## config.mk

```make
export PLATFORM = sky130hd
export DESIGN_NAME = motor_pwm_drv
export DESIGN_NICKNAME = d
export VERILOG_FILES = /design/src/rtl/motor_pwm_drv.sv
export SDC_FILE = /design/constraint.sdc
export NUM_CORES = 1
export LEC_CHECK = 0
export ABC_AREA = 1
export CORE_ASPECT_RATIO = 1.1
export CORE_MARGIN = 2
export CORE_UTILIZATION = 45
export DETAILED_ROUTE_END_ITERATION = 8
export PLACE_DENSITY_LB_ADDON = 0.15
export SLEW_MARGIN = 20
export SYNTH_ARGS = -nofsm -noshare
export SYNTH_HDL_FRONTEND = slang
export SYNTH_SLANG_ARGS = --single-unit
export TNS_END_PERCENT = 50
```

## constraint.sdc

```tcl
create_clock -name clk -period 2.6 [get_ports clk]
set_input_delay 0.52 -clock clk [delete_from_list [all_inputs] [get_ports clk]]
set_output_delay 0.52 -clock clk [all_outputs]
set_load 0.03 [all_outputs]
```

## src/rtl/motor_pwm_drv.sv

```systemverilog
// Dual H-bridge driver: registers the wheel command word, ramps each wheel's duty,
// inserts decel + dead time before reversals and generates edge-aligned PWM.
`timescale 1ns/1ps

module motor_pwm_chan #(
    parameter int PWM_PERIOD  = 100,
    parameter int DEAD_CYCLES = 1000
) (
    input  logic       clk,
    input  logic       rst_n,
    input  logic       enable,
    input  logic       tick,
    input  logic       period_end,
    input  logic [6:0] cnt,
    input  logic       dir,
    input  logic [6:0] spd,
    output logic       pwm,
    output logic [1:0] in_pins,
    output logic [6:0] duty,
    output logic [1:0] state
);

    localparam int DW = (DEAD_CYCLES > 1) ? $clog2(DEAD_CYCLES) : 1;
    localparam logic [DW-1:0] DEAD_LAST = DW'(DEAD_CYCLES - 1);
    localparam logic [6:0] MAX_DUTY = 7'(PWM_PERIOD);

    typedef enum logic [1:0] {
        IDLE  = 2'd0,
        RUN   = 2'd1,
        DECEL = 2'd2,
        DEAD  = 2'd3
    } state_t;

    state_t        st;
    logic          dir_q;
    logic [DW-1:0] dead_cnt;
    logic [6:0]    cmp;
    logic [6:0]    target;

    assign target = (spd > MAX_DUTY) ? MAX_DUTY : spd;

    // Direction checks take priority over speed changes; a tick that coincides
    // with a state change is deliberately not applied on that edge.
    always_ff @(posedge clk or negedge rst_n) begin
        if (!rst_n) begin
            st       <= IDLE;
            dir_q    <= 1'b1;
            duty     <= '0;
            in_pins  <= 2'b00;
            dead_cnt <= '0;
            cmp      <= '0;
        end else if (!enable) begin
            st       <= IDLE;
            duty     <= '0;
            in_pins  <= 2'b00;
            dead_cnt <= '0;
            cmp      <= '0;
        end else begin
            if (period_end)
                cmp <= duty;
            case (st)
                IDLE: begin
                    in_pins <= 2'b00;
                    duty    <= '0;
                    if (target != 7'd0) begin
                        st      <= RUN;
                        dir_q   <= dir;
                        in_pins <= dir ? 2'b10 : 2'b01;
                    end
                end
                RUN: begin
                    if (dir != dir_q) begin
                        if (duty != 7'd0) begin
                            st <= DECEL;
                        end else begin
                            st       <= DEAD;
                            in_pins  <= 2'b00;
                            dead_cnt <= '0;
                        end
                    end else if (target == 7'd0 && duty == 7'd0) begin
                        st      <= IDLE;
                        in_pins <= 2'b00;
                    end else if (tick) begin
                        if (duty < target)
                            duty <= duty + 7'd1;
                        else if (duty > target)
                            duty <= duty - 7'd1;
                    end
                end
                DECEL: begin
                    if (dir == dir_q) begin
                        st <= RUN;
                    end else if (duty == 7'd0) begin
                        st       <= DEAD;
                        in_pins  <= 2'b00;
                        dead_cnt <= '0;
                    end else if (tick) begin
                        duty <= duty - 7'd1;
                    end
                end
                DEAD: begin
                    in_pins <= 2'b00;
                    duty    <= '0;
                    if (dead_cnt == DEAD_LAST)
                        st <= IDLE;
                    else
                        dead_cnt <= dead_cnt + DW'(1);
                end
                default: st <= IDLE;
            endcase
        end
    end

    assign pwm   = (cnt < cmp);
    assign state = st;

endmodule

module motor_pwm_drv #(
    parameter int PWM_PERIOD  = 100,
    parameter int RAMP_DIV    = 5000,
    parameter int DEAD_CYCLES = 1000
) (
    input  logic        clk,
    input  logic        rst_n,
    input  logic [15:0] car_speed,
    input  logic        enable,
    output logic        pwm_l,
    output logic        pwm_r,
    output logic [1:0]  in_l,
    output logic [1:0]  in_r,
    output logic [6:0]  duty_l,
    output logic [6:0]  duty_r,
    output logic [1:0]  state_l,
    output logic [1:0]  state_r
);

    localparam int PW = (RAMP_DIV > 1) ? $clog2(RAMP_DIV) : 1;
    localparam logic [PW-1:0] PRE_LAST = PW'(RAMP_DIV - 1);
    localparam logic [6:0] CNT_LAST = 7'(PWM_PERIOD - 1);

    logic [15:0]   cmd_q;
    logic [PW-1:0] presc;
    logic [6:0]    cnt;
    logic          tick;
    logic          period_end;

    // Command register plus the free-running ramp prescaler and PWM counter,
    // which keep counting even while enable is low.
    always_ff @(posedge clk or negedge rst_n) begin
        if (!rst_n) begin
            cmd_q <= '0;
            presc <= '0;
            cnt   <= '0;
        end else begin
            cmd_q <= car_speed;
            presc <= (presc == PRE_LAST) ? '0 : presc + PW'(1);
            cnt   <= (cnt == CNT_LAST) ? '0 : cnt + 7'd1;
        end
    end

    assign tick       = (presc == PRE_LAST);
    assign period_end = (cnt == CNT_LAST);

    motor_pwm_chan #(
        .PWM_PERIOD (PWM_PERIOD),
        .DEAD_CYCLES(DEAD_CYCLES)
    ) u_left (
        .clk       (clk),
        .rst_n     (rst_n),
        .enable    (enable),
        .tick      (tick),
        .period_end(period_end),
        .cnt       (cnt),
        .dir       (cmd_q[15]),
        .spd       (cmd_q[14:8]),
        .pwm       (pwm_l),
        .in_pins   (in_l),
        .duty      (duty_l),
        .state     (state_l)
    );

    motor_pwm_chan #(
        .PWM_PERIOD (PWM_PERIOD),
        .DEAD_CYCLES(DEAD_CYCLES)
    ) u_right (
        .clk       (clk),
        .rst_n     (rst_n),
        .enable    (enable),
        .tick      (tick),
        .period_end(period_end),
        .cnt       (cnt),
        .dir       (cmd_q[7]),
        .spd       (cmd_q[6:0]),
        .pwm       (pwm_r),
        .in_pins   (in_r),
        .duty      (duty_r),
        .state     (state_r)
    );

endmodule

```

==> results of run 1 <==
## logic make-up (layout without fill, tap and decap cells)
| group | after synthesis | in the layout | synth area share [%] |
|---|---|---|---|
| AO/OA/AOI/OAI | 95 | 95 | 9.45 |
| XOR/XNOR | 25 | 25 | 3.92 |
| adder cells (fa/ha/maj) | 36 | 36 | 7.54 |
| buffers and inverters | 131 | 188 | 9.01 |
| flip-flops | 94 | 94 | 39.4 |
| AND/OR/NAND/NOR | 404 | 404 | 30.7 |
## power by group through the flow
stage / Combinational, mW / Clock (mW) / Sequential [mW]
finish: 2.35 / 1.22 / 1.83
global route: 2.64 / 1.31 / 1.86
CTS: 2.33 / 1.25 / 1.83
detailed placement: 2.31 / 0 / 1.86
global placement: 2.28 / 0 / 1.86
floorplan: 1.54 / 0 / 1.99
## per-layer routing
metal | vias up | routed length (um)
met5 | - | 0
met4 | 0 | 271
met3 | 21 | 359
met2 | 83 | 6230
met1 | 2420 | 5950
li1 | 2633 | -
## registers in the layout, indices dropped and copies added (netlist names)
| signal | cells |
|---|---|
| u_right.in_pins | 2 |
| u_left.cmp | 7 |
| presc | 13 |
| u_right.duty | 7 |
| cmd_q | 16 |
| u_right.state | 2 |
| u_right.cmp | 7 |
| u_left.duty | 7 |
| u_left.state | 2 |
| u_right.dir_q | 1 |
| u_left.in_pins | 2 |
| cnt | 7 |
| u_left.dead_cnt | 10 |
| u_left.dir_q | 1 |
| u_right.dead_cnt | 10 |
## through the flow
| stage | hold WS [ps] | cell area, um2 | instances | TNS (ps) | setup WS [ps] |
|---|---|---|---|---|---|
| after floorplan | 224 | 5970 | 785 | 0 | 73.6 |
| final | 162 | 6880 | 1003 | 0 | 170 |
| after detailed placement | 467 | 6590 | 987 | 0 | 207 |
| after global routing | 204 | 6880 | 1003 | -57.5 | -37.1 |
| after global placement | 462 | 6590 | 987 | 0 | 260 |
| after CTS | 177 | 6850 | 1003 | 0 | 110 |
## area by class of cell
type	instances	area (um2)
Fill cell	1262	6220
Clock buffer	10	229
Clock inverter	6	40.0
Inverter	121	464
Multi-Input combinational cell	560	3110
Sequential cell	94	2350
Tap cell	161	201
Timing Repair Buffer	51	482
## what timing repair did
action	4_1_cts	5_1_grt
gates resized for setup	1	7
hold buffers	0	0
hold endpoints to repair	0	0
endpoints found under the setup margin	1	12
## how the worst max path moves through the flow
stage | slack (ps) | to | cells past startpoint
5_1_grt | -40 | u_left.duty[6] | 15
4_1_cts | 110 | pwm_r | 5
2_1_floorplan | 70 | pwm_r | 4
3_3_place_gp | 260 | u_left.duty[6] | 15
3_5_place_dp | 210 | u_left.duty[1] | 14
6_report | 170 | pwm_r | 5
## worst max-delay path, delay by kind of cell, from the launching register on
| family | cells | cell delay, ps |
|---|---|---|
| AOI/OAI and AO/OA | 3 | 550 |
| DFF | 1 | 440 |
| adders and majority gates | 1 | 330 |
| buffers and inverters | 1 | 240 |
## cell usage after synthesis (4+ instances only)
| master | count |
|---|---|
| nor2_1 | 67 |
| nand3_1 | 58 |
| ha_1 | 36 |
| o21ai_1 | 6 |
| inv_2 | 5 |
| nand2_2 | 6 |
| o22ai_1 | 13 |
| inv_1 | 113 |
| o21ai_0 | 28 |
| nand4_1 | 18 |
| nor2_2 | 5 |
| nor3_1 | 15 |
| a21oi_1 | 30 |
| xor2_1 | 22 |
| dfrtp_1 | 92 |
| o21ai_2 | 6 |
| or2_2 | 4 |
| nand2_1 | 210 |
| nor2_4 | 4 |
==> run summary, run 1 <==
IO Count = 43
Starting Density = 45.6%
Ys flop type = dfrtp_1
Tot Pwr = 5.40 mW
Max-cap violations = 0
Avg WL per Cell = 12.8 um
Clk network pwr share = 22.6%
Worst VDD drop = 0.502 mV
Syn Std Cell Area = 5970 um2
Max Clk Rate = 412 MHz
Cell taking the most area after synthesis = dfrtp_1
ANT nets after route = 0
Pwr Density = 786 nW/um2
Longest Clk Path Bufs = 2
CP startpoint = cnt[2]
Int Power = 3.08 mW
Net Switching = 2.32 mW
Sequential Power Share = 33.9%
Worst Max-Slew Pin Slew = 552 ps
Post-synthesis area per instance = 7.61 um2
Core area = 13100 um2
Gr busiest metal = met2
Kind of end point of the critical path = output pin
Register area share after synthesis = 39.4%
Share of layout cells above drive strength 1 = 9.74%
Post-synth EDFFs = 0
Die X = 114 um
Critical path's slowest cell = dfrtp_1
Crit start category = flip-flop
Unique masters post-synth = 49
Layout Nets = 892
Most frequent cells in the layout = nand2_1, inv_1, dfrtp_1
Initial antenna violation count = 0
Final core occ = 52.5%
Final hold vios = 0
Critical Path Most Common Cell = a21oi_1
Post-CTS Setup Repair Bufs = 0
Status = completed
Residual DRC = 0
Worst r2r dst = u_right.duty[3]
Yosys Warn Count = 0
Hold Crit Class = input pin to async pin
Vias per std cell = 5.14
R2R setup slack = 250 ps
CTS H-tree lvls = 3
Remaining global-route overflow = 0
Gate power share = 43.5%
Die Ht = 125 um
Max-slew violations = 0
Setup violations, final = 0
Overall routed net length = 12800 um
Slew HR = 63.2%
CP cell instances = ha_1 > a21oi_1 > a21oi_1 > a2111oi_1 > buf_4
GR Layer Usage met3 = 3.02%
Die area = 14200 um2
Port Buffers = 42
DP HPWL = 9730 um
Largest net degree at the start of global routing = 42
Post-synthesis net count = 840
Ys async rst share = 100%
Data arrival time of the worst path = 1910 ps
Switching share of total power = 43.0%
Most common cell after layout, fill and taps aside = nand2_1
Cts bufs inserted = 9
Final critical-path required period = 2430 ps
#FFs+latches synth = 94
Met2 global-route usage = 32.7%
CTS root buf = clkbuf_16
Vias post-DR = 5157
Synth Instances = 785
Leakage = 3.44 nW
Clk Latency, worst-skew pair = 350 ps
Drt first pass iters = 5
Reg2reg start = cmd_q[0]
Tcrit/Tclk final = 93.4%
CTS tree = yes
Site Rows = 44
Yosys top cell area share = 38.5%
Iteration-0 DRC Markers = 246
Critical path class = flip-flop to output pin
GRT Util Overall = 19.7%
CP required = 2080 ps
Global Route met1 Usage = 25.6%
Final GP Congestion = 0.882
Reg2Reg Depth = 15
CTS clk-pin slew, worst paths = 70 ps
Layout area overhead = 15.1%
Setup Skew = 7.11 ps
CP max FO = 5
Max incr delay on CP = 440 ps
Vias in the first global route = 5189
CTS sink count = 94
First-pass GRT wire length = 23100 um
ANT cells = 0
Ranking of synthesized cells by area = dfrtp_1, nand2_1, ha_1, inv_1, nand3_1
(Power assumes the default switching activity.)
==> run 2, diff against run 1 <==
--- a/config.mk
+++ b/config.mk
@@ -10,6 +10,7 @@
 export CORE_MARGIN = 2
 export CORE_UTILIZATION = 45
 export DETAILED_ROUTE_END_ITERATION = 8
+export GPL_TIMING_DRIVEN = 0
 export PLACE_DENSITY_LB_ADDON = 0.15
 export SLEW_MARGIN = 20
 export SYNTH_ARGS = -nofsm -noshare
==> run 2 against run 1 <==
- via count is 1.2% lower
- non-clock buffer count is 1 higher
- first-iteration DRC count is 16% higher
- register-to-register slack worse by 50 ps
- clock skew is 2.0 ps lower
- sequential share of layout area is 0.38 points lower
- critical endpoint is now pwm_l
- largest power group unchanged
==> run summary, run 2 (synthesis gave the netlist of run 1 again) <==
DP Worst Slack = 45.1 ps (was 207 ps)
Die Ht = 125 um (unchanged)
DP HPWL = 9750 um (was 9730 um)
Final critical-path required period = 2450 ps (was 2430 ps)
Die area = 14200 um2 (unchanged)
Max-slew violations = 0 (unchanged)
Status = completed (unchanged)
Vias in the first global route = 4975 (was 5189)
Most frequent cells in the layout = nand2_1, inv_1, dfrtp_1 (unchanged)
Top reg by flops = cmd_q (unchanged)
Vias post-DR = 5096 (was 5157)
Setup violations, final = 0 (unchanged)
Final core occ = 53.1% (was 52.5%)
Drt first pass iters = 4 (was 5)
Met3 WL post-DR = 353 um (was 359 um)
Slew HR = 65.5% (was 63.2%)
Initial antenna violation count = 0 (unchanged)
Share of layout cells above drive strength 1 = 9.73% (was 9.74%)
Leakage = 3.49 nW (was 3.44 nW)
Crit start category = flip-flop (unchanged)
Critical path's slowest cell = dfrtp_1 (unchanged)
First-pass GRT wire length = 22300 um (was 23100 um)
Avg WL per Cell = 12.8 um (about the same)
Worst VDD drop = 0.358 mV (was 0.502 mV)
Met2 wire len = 6460 um (was 6230 um)
Post-CTS Hold Buffers = 0 (unchanged)
CP delay by family, top = flip-flops (was compound AO/OA/AOI/OAI gates)
Worst setup margin = 146 ps (was 170 ps)
Data arrival time of the worst path = 1930 ps (was 1910 ps)
RSZ-0062 raised after global routing = false
Post-route non-filler standard cell count = 1004 (was 1003)
ANT nets after route = 0 (unchanged)
Iteration-0 DRC Markers = 285 (was 246)
Pwr Density = 814 nW/um2 (was 786 nW/um2)
GRT Util Overall = 19.2% (was 19.7%)
CTS H-tree lvls = 3 (unchanged)
CP max FO = 5 (unchanged)
Hold Crit Class = input pin to async pin (unchanged)
Critical path class = flip-flop to output pin (unchanged)
Most common cell after layout, fill and taps aside = nand2_1 (unchanged)
Die X = 114 um (unchanged)
ANT cells = 0 (unchanged)
Core area = 13100 um2 (unchanged)
Kind of end point of the critical path = output pin (unchanged)
Site Rows = 44 (unchanged)
Layout area overhead = 16.4% (was 15.1%)
CTS root buf = clkbuf_16 (unchanged)
Max layer used = met4 (unchanged)
CTS clk-pin slew, worst paths = 60 ps (was 70 ps)
CTS tree = yes (unchanged)
Layout Nets = 893 (was 892)
Remaining global-route overflow = 0 (unchanged)
Largest regs = cmd_q (16), presc (13) (unchanged)
Tcrit/Tclk final = 94.4% (was 93.4%)
Metal-1 WL = 5790 um (was 5950 um)
Overall routed net length = 12900 um (was 12800 um)
Worst Max-Slew Pin Slew = 517 ps (was 552 ps)
Max-cap violations = 0 (unchanged)
WP buf/inv = 1 (unchanged)
Setup Skew = 5.10 ps (was 7.11 ps)
IO Count = 43 (unchanged)
Largest net degree at the start of global routing = 75 (was 42)
Number of flip-flops in the largest register = 16 (unchanged)
Port Buffers = 41 (was 42)
Setup TNS = 0 ps (unchanged)
Critical Path Most Common Cell = a21oi_1 (unchanged)
Clk Latency, worst-skew pair = 350 ps (about the same)
Final hold vios = 0 (unchanged)
Max Clk Rate = 408 MHz (was 412 MHz)
Residual DRC = 0 (unchanged)
Vias per std cell = 5.08 (was 5.14)
Cell total after placement = 988 (was 987)
Starting Density = 45.6% (unchanged)
CTS sink count = 94 (unchanged)
Cts bufs inserted = 9 (unchanged)
Longest Clk Path Bufs = 2 (unchanged)
Final GP Congestion = 0.853 (was 0.882)
CP required = 2080 ps (about the same)
Max incr delay on CP = 450 ps (was 440 ps)
CP cell instances = ha_1 > a21oi_1 > o21ai_0 > a21oi_1 > dlygate4sd2_1 (was ha_1 > a21oi_1 > a21oi_1 > a2111oi_1 > buf_4)
run 2: cell count changes in the layout (fill, tap and decap cells not counted), moves of 2 or more:
cell and delta:
buf_4 -8, nor2_2 +2, clkinvlp_4 -4, bufinv_16 +2, clkbuf_8 +3, buf_2 +3, buf_6 +4, nand2_4 -2
clkbuf_1 +2
run 2: worst paths after layout:
path | slack, ps | depth (start not counted) | end | from
setup / recovery | 150 | 5 | pwm_l | cnt[6]
hold / removal | 9 | 1 | cnt[4] | rst_n
setup reg to reg | 200 | 17 | u_left.duty[6] | cmd_q[11]
hold reg to reg | 480 | 2 | u_right.dir_q | u_right.dir_q
max in group asynchronous | 1920 | 2 | u_right.dir_q | rst_n
min in group clk | 480 | 2 | u_right.dir_q | u_right.dir_q
run 2: metrics by stage:
stage               hold WS, ps  total power [mW]  instance area [um2]
global route               23.1              6.05                 6950
global placement            460              4.15                 6590
CTS                        12.9              5.69                 6950
floorplan                   224              3.53                 5970
finish                     9.19              5.66                 6950
detailed placement          384              4.20                 6620
run 2: per-layer routing:
layer,GRT usage [%],up-vias
li1,-,2636
met1,23.4,2378
met2,33.4,63
met3,2.97,19
met4,8.03,0
met5,0,-
run 2: cell type report:
cell class              instances  area [um2]
plain buffers                  10        73.8
fillers                      1283        6150
clock inverters                 3        65.1
multi-input cells             560        3090
flip-flops and latches         94        2350
repair buffers                 42         433
well taps                     161         201
inverters                     121         464
clock buffers                  13         270
run 2: worst reg2reg max path: stages (launching register included):
cell and delay, ps:
dfrtp_1 390, nor2_2 130, nand2_1 70, and3_1 170, nand2_1 100, nand2_1 60
ha_1 280, a21oi_1 180, nor2_1 70, nor2_2 120, nand2_1 140, nand2_1 80
nand2_1 40, nand2_1 60, nand2_2 80, buf_6 150, nand2_1 50, o21ai_0 80
run 2: report_power, final:
part	internal (mW)	total [mW]	switching (mW)
registers	1.62	1.82	0.204
logic	0.828	2.36	1.53
clock network	0.921	1.48	0.559
run 2: timing repair:
| item | CTS | global route |
|---|---|---|
| buffers inserted | 0 | 0 |
| endpoints found under the hold margin | 0 | 0 |
| setup endpoints to repair | 2 | 11 |
| pin swaps | 0 | 0 |
| resized for setup | 5 | 6 |
==> run 3, diff against run 2 <==
--- a/config.mk
+++ b/config.mk
@@ -8,7 +8,7 @@
 export ABC_AREA = 1
 export CORE_ASPECT_RATIO = 1.1
 export CORE_MARGIN = 2
-export CORE_UTILIZATION = 45
+export CORE_UTILIZATION = 60
 export DETAILED_ROUTE_END_ITERATION = 8
 export GPL_TIMING_DRIVEN = 0
 export PLACE_DENSITY_LB_ADDON = 0.15
==> run 3 against run 2 <==
- via count is 3.0% higher
- combinational power is 2% higher
- fmax hardly changed
- routed wire length is 0.53% higher
- die area is 24% lower
- clock power is 29% lower
- utilization is 16 points higher
- critical path type unchanged
- highest routed layer unchanged
==> run summary, run 3 (synthesis gave the netlist of run 1 again) <==
CTS root buf = clkbuf_8 (was clkbuf_16)
Vias post-DR = 5249 (was 5096)
WP buf/inv = 1 (unchanged)
Worst Max-Slew Pin Slew = 515 ps (was 517 ps)
CP max FO = 5 (unchanged)
Reg2Reg Depth = 14 (was 17)
CP required = 2080 ps (about the same)
Critical Path Most Common Cell = a21oi_1 (unchanged)
Max-cap violations = 0 (unchanged)
Setup Skew = 11.3 ps (was 5.10 ps)
ANT cells = 0 (unchanged)
Max Clk Rate = 407 MHz (was 408 MHz)
Slew HR = 65.7% (was 65.5%)
Switching share of total power = 43.1% (was 40.6%)
Setup violations, final = 0 (unchanged)
R2R setup slack = 190 ps (was 200 ps)
Overall routed net length = 12900 um (about the same)
Data arrival time of the worst path = 1930 ps (about the same)
Crit start category = flip-flop (unchanged)
Max incr delay on CP = 460 ps (was 450 ps)
Critical path's slowest cell = dfrtp_1 (unchanged)
Top reg by flops = cmd_q (unchanged)
Tot Pwr = 5.26 mW (was 5.66 mW)
Largest regs = cmd_q (16), presc (13) (unchanged)
ANT nets after route = 0 (unchanged)
CTS sink count = 94 (unchanged)
First-pass GRT wire length = 22200 um (was 22300 um)
Int Power = 2.99 mW (was 3.36 mW)
Kind of end point of the critical path = output pin (unchanged)
Die Ht = 109 um (was 125 um)
Status = completed (unchanged)
Largest net degree at the start of global routing = 49 (was 75)
Final GP Congestion = 0.885 (was 0.853)
Critical path class = flip-flop to output pin (unchanged)
Vias per std cell = 5.45 (was 5.08)
Avg WL per Cell = 13.4 um (was 12.8 um)
Die area = 10800 um2 (was 14200 um2)
CP cell instances = ha_1 > a21oi_1 > a21oi_1 > a2111oi_2 > buf_4 (was ha_1 > a21oi_1 > o21ai_0 > a21oi_1 > dlygate4sd2_1)
Pwr Density = 773 nW/um2 (was 814 nW/um2)
Iteration-0 DRC Markers = 340 (was 285)
Die X = 99.1 um (was 114 um)
Layout Nets = 894 (was 893)
Gate power share = 45.6% (was 41.7%)
Cts bufs inserted = 9 (unchanged)
CTS clk-pin slew, worst paths = 90 ps (was 60 ps)
Setup TNS = 0 ps (unchanged)
Layout area overhead = 14.1% (was 16.4%)
Reg2reg start = cmd_q[0] (was cmd_q[11])
CTS tree = yes (unchanged)
Remaining global-route overflow = 0 (unchanged)
Core area = 9790 um2 (was 13100 um2)
Share of layout cells above drive strength 1 = 10.1% (was 9.73%)
Sequential Power Share = 34.5% (was 32.1%)
CP delay by family, top = compound AO/OA/AOI/OAI gates (was flip-flops)
Most frequent cells in the layout = nand2_1, inv_1, dfrtp_1 (unchanged)
Drt first pass iters = 5 (was 4)
GRT Util Overall = 25.3% (was 19.2%)
DP HPWL = 9560 um (was 9750 um)
Hold Crit Class = input pin to async pin (unchanged)
Final hold vios = 0 (unchanged)
Port Buffers = 41 (unchanged)
Number of flip-flops in the largest register = 16 (unchanged)
Worst r2r dst = u_right.duty[6] (was u_left.duty[6])
Tcrit/Tclk final = 94.4% (about the same)
Clk network pwr share = 19.9% (was 26.1%)
IO Count = 43 (unchanged)
Final critical-path required period = 2450 ps (about the same)
Most common cell after layout, fill and taps aside = nand2_1 (unchanged)
Net Switching = 2.27 mW (was 2.30 mW)
Site Rows = 38 (was 44)
Longest Clk Path Bufs = 2 (unchanged)
Starting Density = 61.0% (was 45.6%)
Max-slew violations = 0 (unchanged)
Initial antenna violation count = 0 (unchanged)
Vias in the first global route = 5089 (was 4975)
Clk Latency, worst-skew pair = 370 ps (was 350 ps)
Residual DRC = 0 (unchanged)
Worst VDD drop = 0.438 mV (was 0.358 mV)
CTS H-tree lvls = 3 (unchanged)
Leakage = 3.44 nW (was 3.49 nW)
-- run 3: cell types whose count changed in the layout (fill, tap and decap cells not counted), moves of 2 or more --
cell       change
clkbuf_16      -9
clkbuf_8       +6
clkinv_4       +2
buf_4          +2
-- run 3: how the worst max path moves through the flow --
stage,startpoint,cells after the start,endpoint
after global routing,cmd_q[2],16,u_right.duty[5]
after global placement,rst_n,1,presc[2]
after floorplan,cnt[2],4,pwm_r
after CTS,cnt[2],5,pwm_r
after detailed placement,cnt[2],5,pwm_r
final,cnt[2],5,pwm_r
-- run 3: final cells by class --
type                    instances  area [um2]
repair buffers                 43         443
well taps                     120         150
flip-flops and latches         94        2350
plain buffers                  10        73.8
clock inverters                 5        85.1
clock buffers                  11         131
inverters                     121         464
multi-input cells             560        3110
fillers                       813        2980
-- run 3: stage by stage --
stage	cell area, um2	hold slack, ps	setup slack, ps	cells	util, %
floorplan	5970	224	73.6	785	-
global placement	6540	460	-2430	946	66.7
detailed placement	6560	465	-19.0	947	67.0
CTS	6770	81.2	29.6	963	69.2
global route	6810	104	-38.5	964	69.6
finish	6810	73.6	146	964	69.6
-- run 3: what timing repair did --
item,in CTS,in global routing
buffers inserted,0,1
setup endpoints to repair,2,15
resized for setup,7,9
hold buffers,0,0
pin swaps,0,1
-- run 3: power by group through the flow --
stage	Sequential, mW	Combinational [mW]	Clock, mW
final	1.82	2.40	1.05
after global routing	1.84	2.68	1.14
after CTS	1.81	2.37	1.08
after detailed placement	1.84	2.35	0
after global placement	1.83	2.28	0
after floorplan	1.99	1.54	0
-- run 3: layer usage --
| layer | global-route usage (%) | vias to the layer above | part of all wire [%] |
|---|---|---|---|
| li1 | - | 2634 | - |
| met1 | 31.4 | 2486 | 44 |
| met2 | 44.8 | 106 | 51 |
| met3 | 4.36 | 23 | 3.3 |
| met4 | 9.00 | 0 | 1.6 |
| met5 | 0 | - | 0 |
